===== src/rtl/mem_access_unit.sv =====
// -----------------------------------------------------------------------------
// mem_access_unit
//
// Purpose:
//   Bridges a CPU load/store request onto a simple word-wide data memory.
//   Handles byte/half/word sizes, sign or zero extension of loads,
//   read-modify-write for sub-word stores, and alignment checking.
//
// Ports:
//   clk        - single clock, all state changes on the rising edge
//   rst        - synchronous, active-high reset
//   req        - access request, only looked at while busy=0
//   we         - 1=store, 0=load
//   size       - 00=byte, 01=half, 10=word, 11=reserved (always misaligned)
//   sext       - loads: 1=sign-extend, 0=zero-extend
//   addr       - byte address
//   wdata      - store data, right-aligned
//   busy       - an access is in progress
//   done       - one-cycle completion pulse
//   misalign   - error flag, meaningful only while done=1
//   rdata      - extended load result, held until the next load captures
//   mem_addr   - word address addr[AW+1:2], held for the whole access
//   mem_re     - memory read strobe (data returns the following cycle)
//   mem_we     - memory write strobe
//   mem_wdata  - full word written to memory
//   mem_rdata  - memory read data, valid the cycle after mem_re
//   state_dbg  - current FSM state encoding (IDLE=0 READ=1 CAPT=2 WRITE=3 DONE=4)
//
// Handshake: a request is accepted on a rising edge where the unit is idle
// (busy=0) and req=1; all request fields are latched on that edge. While
// busy=1 req and the request fields are ignored. Completion is signalled by
// a single-cycle done pulse, after which the unit is idle for at least one
// cycle before the next acceptance.
// -----------------------------------------------------------------------------
module mem_access_unit #(
  parameter int AW = 10
) (
  input  logic          clk,
  input  logic          rst,
  input  logic          req,
  input  logic          we,
  input  logic [1:0]    size,
  input  logic          sext,
  input  logic [31:0]   addr,
  input  logic [31:0]   wdata,
  output logic          busy,
  output logic          done,
  output logic          misalign,
  output logic [31:0]   rdata,
  output logic [AW-1:0] mem_addr,
  output logic          mem_re,
  output logic          mem_we,
  output logic [31:0]   mem_wdata,
  input  logic [31:0]   mem_rdata,
  output logic [2:0]    state_dbg
);

  typedef enum logic [2:0] {
    IDLE  = 3'd0,
    READ  = 3'd1,
    CAPT  = 3'd2,
    WRITE = 3'd3,
    DONE  = 3'd4
  } state_t;

  state_t state;
  state_t state_nxt;

  // Latched request fields
  logic        we_q;
  logic [1:0]  size_q;
  logic        sext_q;
  logic [31:0] addr_q;
  // Store word: raw wdata at acceptance, replaced by the merged word in CAPT
  logic [31:0] word_q;
  logic        mis_q;

  logic        accept;
  logic        mis_in;

  // Address bits above the memory word address are not used by the memory.
  logic        unused_addr_hi;
  assign unused_addr_hi = ^addr_q[31:AW+2];

  assign accept = (state == IDLE) && req;

  // Alignment check on the live request fields, used only at acceptance.
  assign mis_in = (size == 2'b11) ||
                  ((size == 2'b01) && addr[0]) ||
                  ((size == 2'b10) && (addr[1:0] != 2'b00));

  // Select the addressed lane of a memory word and extend it to 32 bits.
  function automatic logic [31:0] extract(input logic [31:0] w,
                                          input logic [1:0]  sz,
                                          input logic [1:0]  a,
                                          input logic        sx);
    logic [7:0]  b;
    logic [15:0] h;
    logic [31:0] r;
    case (a)
      2'd0:    b = w[7:0];
      2'd1:    b = w[15:8];
      2'd2:    b = w[23:16];
      default: b = w[31:24];
    endcase
    h = a[1] ? w[31:16] : w[15:0];
    case (sz)
      2'b00:   r = {{24{sx & b[7]}}, b};
      2'b01:   r = {{16{sx & h[15]}}, h};
      default: r = w;
    endcase
    return r;
  endfunction

  // Replace only the addressed lane of the read word with the store data.
  function automatic logic [31:0] merge(input logic [31:0] w,
                                        input logic [31:0] wd,
                                        input logic [1:0]  sz,
                                        input logic [1:0]  a);
    logic [31:0] r;
    r = w;
    if (sz == 2'b00) begin
      case (a)
        2'd0:    r[7:0]   = wd[7:0];
        2'd1:    r[15:8]  = wd[7:0];
        2'd2:    r[23:16] = wd[7:0];
        default: r[31:24] = wd[7:0];
      endcase
    end else begin
      if (a[1]) r[31:16] = wd[15:0];
      else      r[15:0]  = wd[15:0];
    end
    return r;
  endfunction

  // State register
  always_ff @(posedge clk) begin
    if (rst) state <= IDLE;
    else     state <= state_nxt;
  end

  // Next-state logic
  always_comb begin
    state_nxt = state;
    case (state)
      IDLE: begin
        if (req) begin
          if (mis_in)                         state_nxt = DONE;
          else if (we && (size == 2'b10))     state_nxt = WRITE;
          else                                state_nxt = READ;
        end
      end
      READ:    state_nxt = CAPT;
      // Loads finish after capture; sub-word stores go on to write back.
      CAPT:    state_nxt = we_q ? WRITE : DONE;
      WRITE:   state_nxt = DONE;
      DONE:    state_nxt = IDLE;
      default: state_nxt = IDLE;
    endcase
  end

  // Outputs decoded from state
  always_comb begin
    busy      = (state != IDLE);
    done      = (state == DONE);
    misalign  = (state == DONE) && mis_q;
    mem_re    = (state == READ);
    mem_we    = (state == WRITE);
    mem_addr  = addr_q[AW+1:2];
    mem_wdata = word_q;
    state_dbg = state;
  end

  // Datapath registers
  always_ff @(posedge clk) begin
    if (rst) begin
      we_q   <= 1'b0;
      size_q <= 2'b00;
      sext_q <= 1'b0;
      addr_q <= 32'd0;
      word_q <= 32'd0;
      mis_q  <= 1'b0;
      rdata  <= 32'd0;
    end else begin
      if (accept) begin
        we_q   <= we;
        size_q <= size;
        sext_q <= sext;
        addr_q <= addr;
        word_q <= wdata;
        mis_q  <= mis_in;
      end
      // mem_rdata is valid in CAPT (one cycle after READ). Misaligned
      // accesses never reach CAPT, so rdata is untouched by them.
      if (state == CAPT) begin
        if (we_q) word_q <= merge(mem_rdata, word_q, size_q, addr_q[1:0]);
        else      rdata  <= extract(mem_rdata, size_q, addr_q[1:0], sext_q);
      end
    end
  end

endmodule


===== config.mk =====
export PLATFORM = sky130hd
export DESIGN_NAME = mem_access_unit
export DESIGN_NICKNAME = d
export VERILOG_FILES = /design/src/rtl/mem_access_unit.sv
export SDC_FILE = /design/constraint.sdc
export NUM_CORES = 1
export LEC_CHECK = 0
export ABC_AREA = 1
export CORE_MARGIN = 2
export CORE_UTILIZATION = 46
export CTS_CLUSTER_DIAMETER = 60
export DETAILED_ROUTE_END_ITERATION = 6
export HOLD_SLACK_MARGIN = 0.1
export PLACE_DENSITY = 0.85
export SLEW_MARGIN = 10
export SYNTH_ARGS = -nofsm -noshare
export SYNTH_HDL_FRONTEND = slang
export SYNTH_SLANG_ARGS = --single-unit

===== constraint.sdc =====
create_clock -name clk -period 1.6 [get_ports clk]
set_input_delay 0.24 -clock clk [delete_from_list [all_inputs] [get_ports clk]]
set_output_delay 0.24 -clock clk [all_outputs]
set_load 0.005 [all_outputs]

==> results of run 1 <==
## synthesized netlist by cell type, drive strengths merged
master	count
clkbuf	15
o21ai	40
nor2	37
a31oi	1
nand4	19
nand3	116
o21a	16
or2	3
dfxtp	84
o21ba	1
a21oi	78
buf	48
nand2	235
a211oi	1
inv	110
nor3	2
nand3b	4
o211ai	15
## cell families after synthesis
kind of cell,Yosys count,share of synthesized area
AND/OR/NAND/NOR,416,0.367
AO/OA/AOI/OAI,152,0.165
buffers and inverters,173,0.148
flip-flops,84,0.320
## final cells by class
| class | instances | area share |
|---|---|---|
| inverters | 110 | 0.0558 |
| multi-input cells | 568 | 0.376 |
| flip-flops and latches | 84 | 0.225 |
| repair buffers | 206 | 0.277 |
| clock inverters | 4 | 0.00985 |
| well taps | 143 | 0.0239 |
| clock buffers | 12 | 0.0316 |
## metal layers
layer | global-route usage | vias up | wire length (microns)
met5 | 0 | - | 0
met4 | 0.113 | 0 | 494
met3 | 0.0514 | 36 | 1420
met2 | 0.462 | 307 | 8210
met1 | 0.367 | 2774 | 7460
li1 | - | 2966 | -
## worst min path at each step
stage | endpoint | slack [ns] | from
final | addr_q[11] | 0.44 | addr[11]
after global routing | addr_q[7] | 0.46 | addr[7]
after CTS | addr_q[11] | 0.44 | addr[11]
after detailed placement | addr_q[3] | 0.45 | addr_q[3]
after global placement | rdata[0] | 0.45 | rdata[0]
after floorplan | mis_q | 0.31 | rst
## worst reg2reg max path, delay by kind of cell (launching register included)
family / cells / cell delay [ns]
buffers and inverters: 3 / 0.26
AND/OR/NAND/NOR: 6 / 0.78
flip-flops: 1 / 0.36
## power by group through the flow
stage / Combinational [mW] / Clock, mW / Sequential (mW)
global placement: 1.68 / 0 / 2.38
global route: 1.91 / 2.34 / 2.36
CTS: 1.71 / 2.25 / 2.34
finish: 1.74 / 2.21 / 2.35
detailed placement: 1.70 / 0 / 2.39
floorplan: 0.948 / 0 / 2.37
## state kept, by name, summed over array words and instances (netlist names)
name,flops
mem_wdata,32
rdata,32
addr_q,12
state_dbg,3
size_q,2
mis_q,1
sext_q,1
we_q,1
## through the flow
step                      total power [mW]  area, sq um  TNS (ns)
after floorplan                       3.31         5260         0
after global placement                4.06         7120     -2.87
after detailed placement              4.08         7120     -4.43
after CTS                             6.30         7460    -0.365
after global routing                  6.61         7490         0
final                                 6.30         7490         0
## what timing repair did
item                       4_1_cts  5_1_grt
buffers inserted                 1        0
setup endpoints to repair        6       30
pin swaps                        2        0
gates resized for setup         10       14
gates cloned                     0        0
==> run metrics, run 1 <==
LEAKAGE=3.45 nW; dpl ws=-0.211 ns; Max Slew Vio Count=0; footprint of the multi-input gates=0.00282 sq mm; final core occ=0.665; Die Ht=111 microns; register bit total from synthesis=84; Placed Cells=1110; Crit. End Element=output pin; ranking of synthesized cells by area=dfxtp_1 32%, nand2_1 17%, nand3_1 9.6%; Final min period=1.55 ns; max incr delay on CP=0.50 ns; Crit path arrival time=1.31 ns; reg2reg setup slack=0.10 ns; Hold Vio Cnt, Final=0; CTS Hold Bufs=0; Sink Count=84; TritonCTS buffer count=9; most frequent cells in the layout=232 x nand2_1, 159 x clkdlybuf4s50_1, 101 x inv_1; number of H-tree levels=3; CTS tree=done; Worst Hold Path Cells=3; ANT nets after route=0; Starting Density=0.466; Switch Pwr=1.88 mW; Core ar.=0.0113 sq mm; share of layout cells above drive strength 1=0.103; final setup vio count=0; die footprint=0.0123 sq mm; combinational fraction of design power=0.276; clock tree buffer depth=2; final-stage net count=1082; clk slew on worst S/H paths=0.06 ns; Worst Path Buf+Inv=2; Syn Area/Cell=6.37 sq um; Syn Inst Count=825; clk root buf=clkbuf_16; Worst Setup Start Kind=register; Max Cap Viol=0; Synth Warn #=0; Synth top area share=0.320; Worst VDD drop=0.545 mV; first-pass GRT wire length=28.4 mm; Final period util=0.972; status=finished, final reports clean; routability cong.=0.965; Hold Crit Class=in2reg; DR DRC count=0; drt wl/cell=15.6 microns; FP Rows=39; Syn Nets=928; post-route non-filler standard cell count=1127; first drt pass iteration count=5; I/O pin cnt=185; CP required=1.36 ns; WHS=0.442 ns; r2r startpoint=state_dbg[0]; Worst Reg-to-Reg Cells=9; switch share=0.298; Worst Setup EP=state_dbg[0]; PD cells=840 mW/mm^2; Post-DP HPWL=13.0 mm; Yosys top cell by area=dfxtp_1; Fillers=971; critical path class=reg2out; worst path cell trace=buf_6 -> clkdlybuf4s50_1; Seq pwr share=0.373; Clock power frac=0.351; FF-to-FF End=mem_wdata[9]; synth unique cells=31; sequential cell area=0.00169 sq mm; total gr overflow=0; Via Count=6083; synthesized area=0.00526 sq mm; drt initial violations=445; most common cell after layout, fill and taps aside=nand2_1; worst-margin pin slew=0.386 ns; port bufs=164; largest net degree at the start of global routing=33; P&R area growth vs syn=42.6%; initial antenna violation count=0; RSZ-0062 raised after global routing=no; Seq/Total Area, Yosys=0.320; Largest delay share family, worst path=buffers and inverters; fmax=643 MHz; Die X=111 microns; Crit. Startpoint=state_dbg[0]; routed vias/inst=5.40; number of global-route vias before repair=5667; Worst-Skew Late Latency=0.34 ns; WL final=17.6 mm; Crit path depth=2; clock skew=0.00533 ns; CP max stage cell=clkdlybuf4s50_1; Final Worst Setup Slack=0.0455 ns; diode count=0; crit-path max FO=3; Int Power=4.42 mW; Total GRT Usage=0.282; Max-slew headroom=0.743
(Power assumes the default switching activity.)
==> inputs of run 2 (changes only) <==
Settings changed: CORE_MARGIN 2 to unset.
==> run metrics, run 2 (synthesis gave the netlist of run 1 again) <==
status=finished, final reports clean; most frequent cells in the layout=232 x nand2_1, 159 x clkdlybuf4s50_1, 103 x inv_1; Crit path depth=1 (-1); dpl ws=-0.0756 ns (+0.135 ns); FP Rows=38 (-2.6%); Crit path arrival time=1.34 ns (+0.03 ns); Max Slew Vio Count=0 (unchanged); number of H-tree levels=3 (unchanged); Max-slew headroom=0.727 (-0.0157); Final period util=0.987 (+0.0150); Design Area, Final=0.00754 sq mm (+0.62%); number of global-route vias before repair=5461 (-3.6%); Crit. End Element=output pin; routed vias/inst=5.40 (+0.13%); r2r startpoint=state_dbg[1]; I/O pin cnt=185 (unchanged); Final Worst Setup Slack=0.0216 ns (-0.0240 ns); CTS tree=done; share of layout cells above drive strength 1=0.115 (+0.0125); CP max stage cell=clkdlybuf4s50_1; Hold Crit Class=in2reg; P&R area growth vs syn=43.5%; largest net degree at the start of global routing=32 (-3.0%); final-stage net count=1098 (+1.5%); FF-to-FF End=mem_wdata[5]; die footprint=0.0119 sq mm (-3.6%); Worst Reg-to-Reg Cells=8 (-1); diode count=0 (unchanged); Via Count=6156 (+1.2%); Die Ht=109 microns (-1.8%); Worst Path Buf+Inv=1 (-1); first-pass GRT wire length=27.2 mm (-4.0%); Final min period=1.58 ns (+0.0240 ns); max incr delay on CP=0.54 ns (+0.04 ns); total negative setup slack=0 ns (unchanged); Worst Setup Start Kind=register; ANT nets after route=0 (unchanged); RSZ-0062 raised after global routing=no; reg2reg setup slack=0.09 ns (about the same); sequential cell area=0.00169 sq mm (-0.15%); fmax=634 MHz (-1.5%); most common cell after layout, fill and taps aside=nand2_1; port bufs=164 (unchanged); Die X=109 microns (-1.8%); LEAKAGE=3.47 nW (+0.55%); drt wl/cell=15.4 microns (-1.3%); final setup vio count=0 (unchanged); Worst Setup EP=mem_wdata[0]; crit-path max FO=4 (+1); TritonCTS buffer count=9 (unchanged); Worst-Skew Late Latency=0.34 ns (about the same); Fillers=920 (-5.3%); PD cells=823 mW/mm^2 (-2.0%); routability cong.=0.950 (-1.6%); Core ar.=0.0110 sq mm (-2.6%); drt initial violations=509 (+14%); Hold Vio Cnt, Final=0 (unchanged); initial antenna violation count=0 (unchanged); Worst VDD drop=0.698 mV (+28%); footprint of the multi-input gates=0.00282 sq mm (unchanged); clock skew=0.0106 ns (+0.00529 ns); Cell Area, Placed=0.00716 sq mm (+0.65%); first drt pass iteration count=6 (+1); DR DRC count=0 (unchanged); clk root buf=clkbuf_16; worst-margin pin slew=0.408 ns (+0.0221 ns); total gr overflow=0 (unchanged); Starting Density=0.478 (+0.0123); Max Cap Viol=0 (unchanged); Largest delay share family, worst path=buffers and inverters; CP required=1.36 ns (about the same); Post-DP HPWL=12.8 mm (-1.5%); clock tree buffer depth=2 (unchanged); Total GRT Usage=0.296 (+0.0148); Crit. Startpoint=mem_wdata[0]; worst path cell trace=clkdlybuf4s50_1; Sink Count=84 (unchanged); WL final=17.5 mm (-0.24%); critical path class=reg2out; clk slew on worst S/H paths=0.07 ns (about the same)
-- run 2: cell types whose count changed in the layout (fill, tap and decap cells not counted), sizes merged, moves of 2 or more --
cell / delta
clkinvlp: +2
dlymetal6s2s: -3
dlygate4sd2: +3
buf: +15
clkinv: -2
-- run 2: area by class of cell --
type                            instances  area share
Multi-Input combinational cell        569       0.374
Timing Repair Buffer                  221       0.285
Sequential cell                        84       0.224
Inverter                              110      0.0551
Clock buffer                           11      0.0322
Tap cell                              140      0.0232
Clock inverter                          4     0.00664
-- run 2: power by group --
| group | internal [mW] | switching, mW | leakage (nW) |
|---|---|---|---|
| clock | 1.24 | 0.846 | 0.138 |
| combinational | 0.840 | 0.936 | 2.64 |
| sequential | 2.23 | 0.112 | 0.689 |
| total | 4.31 | 1.89 | 3.47 |
-- run 2: metal layers --
metal,vias to the layer above,share of wire,global-route usage
met3,42,0.093,0.0365
met5,-,0,0
li1,3005,-,-
met4,0,0.032,0.131
met2,374,0.46,0.473
met1,2735,0.42,0.399
-- run 2: per-stage QoR --
stage | total power [mW] | utilization | instances | hold slack [ns]
after CTS | 6.17 | 0.681 | 1134 | 0.443
after global routing | 6.51 | 0.686 | 1139 | 0.469
final | 6.21 | 0.686 | 1139 | 0.449
after global placement | 4.06 | 0.652 | 1117 | 0.451
after detailed placement | 4.09 | 0.652 | 1117 | 0.456
after floorplan | 3.31 | - | 825 | 0.313
-- run 2: timing repair --
item	in CTS	in global routing
endpoints found under the hold margin	0	0
resized for setup	11	6
cloned	0	1
setup endpoints to repair	6	32
hold buffers	0	0
setup buffers	2	4
pin swaps	2	0
-- run 2: how the worst min path moves through the flow --
| stage | startpoint | to | slack (ns) | cells after the start |
|---|---|---|---|---|
| 2_1_floorplan | rst | mis_q | 0.31 | 1 |
| 3_3_place_gp | addr_q[8] | addr_q[8] | 0.45 | 2 |
| 3_5_place_dp | addr_q[9] | addr_q[9] | 0.46 | 2 |
| 4_1_cts | addr[8] | addr_q[8] | 0.44 | 3 |
| 5_1_grt | addr[6] | addr_q[6] | 0.47 | 3 |
| 6_report | addr[8] | addr_q[8] | 0.45 | 3 |
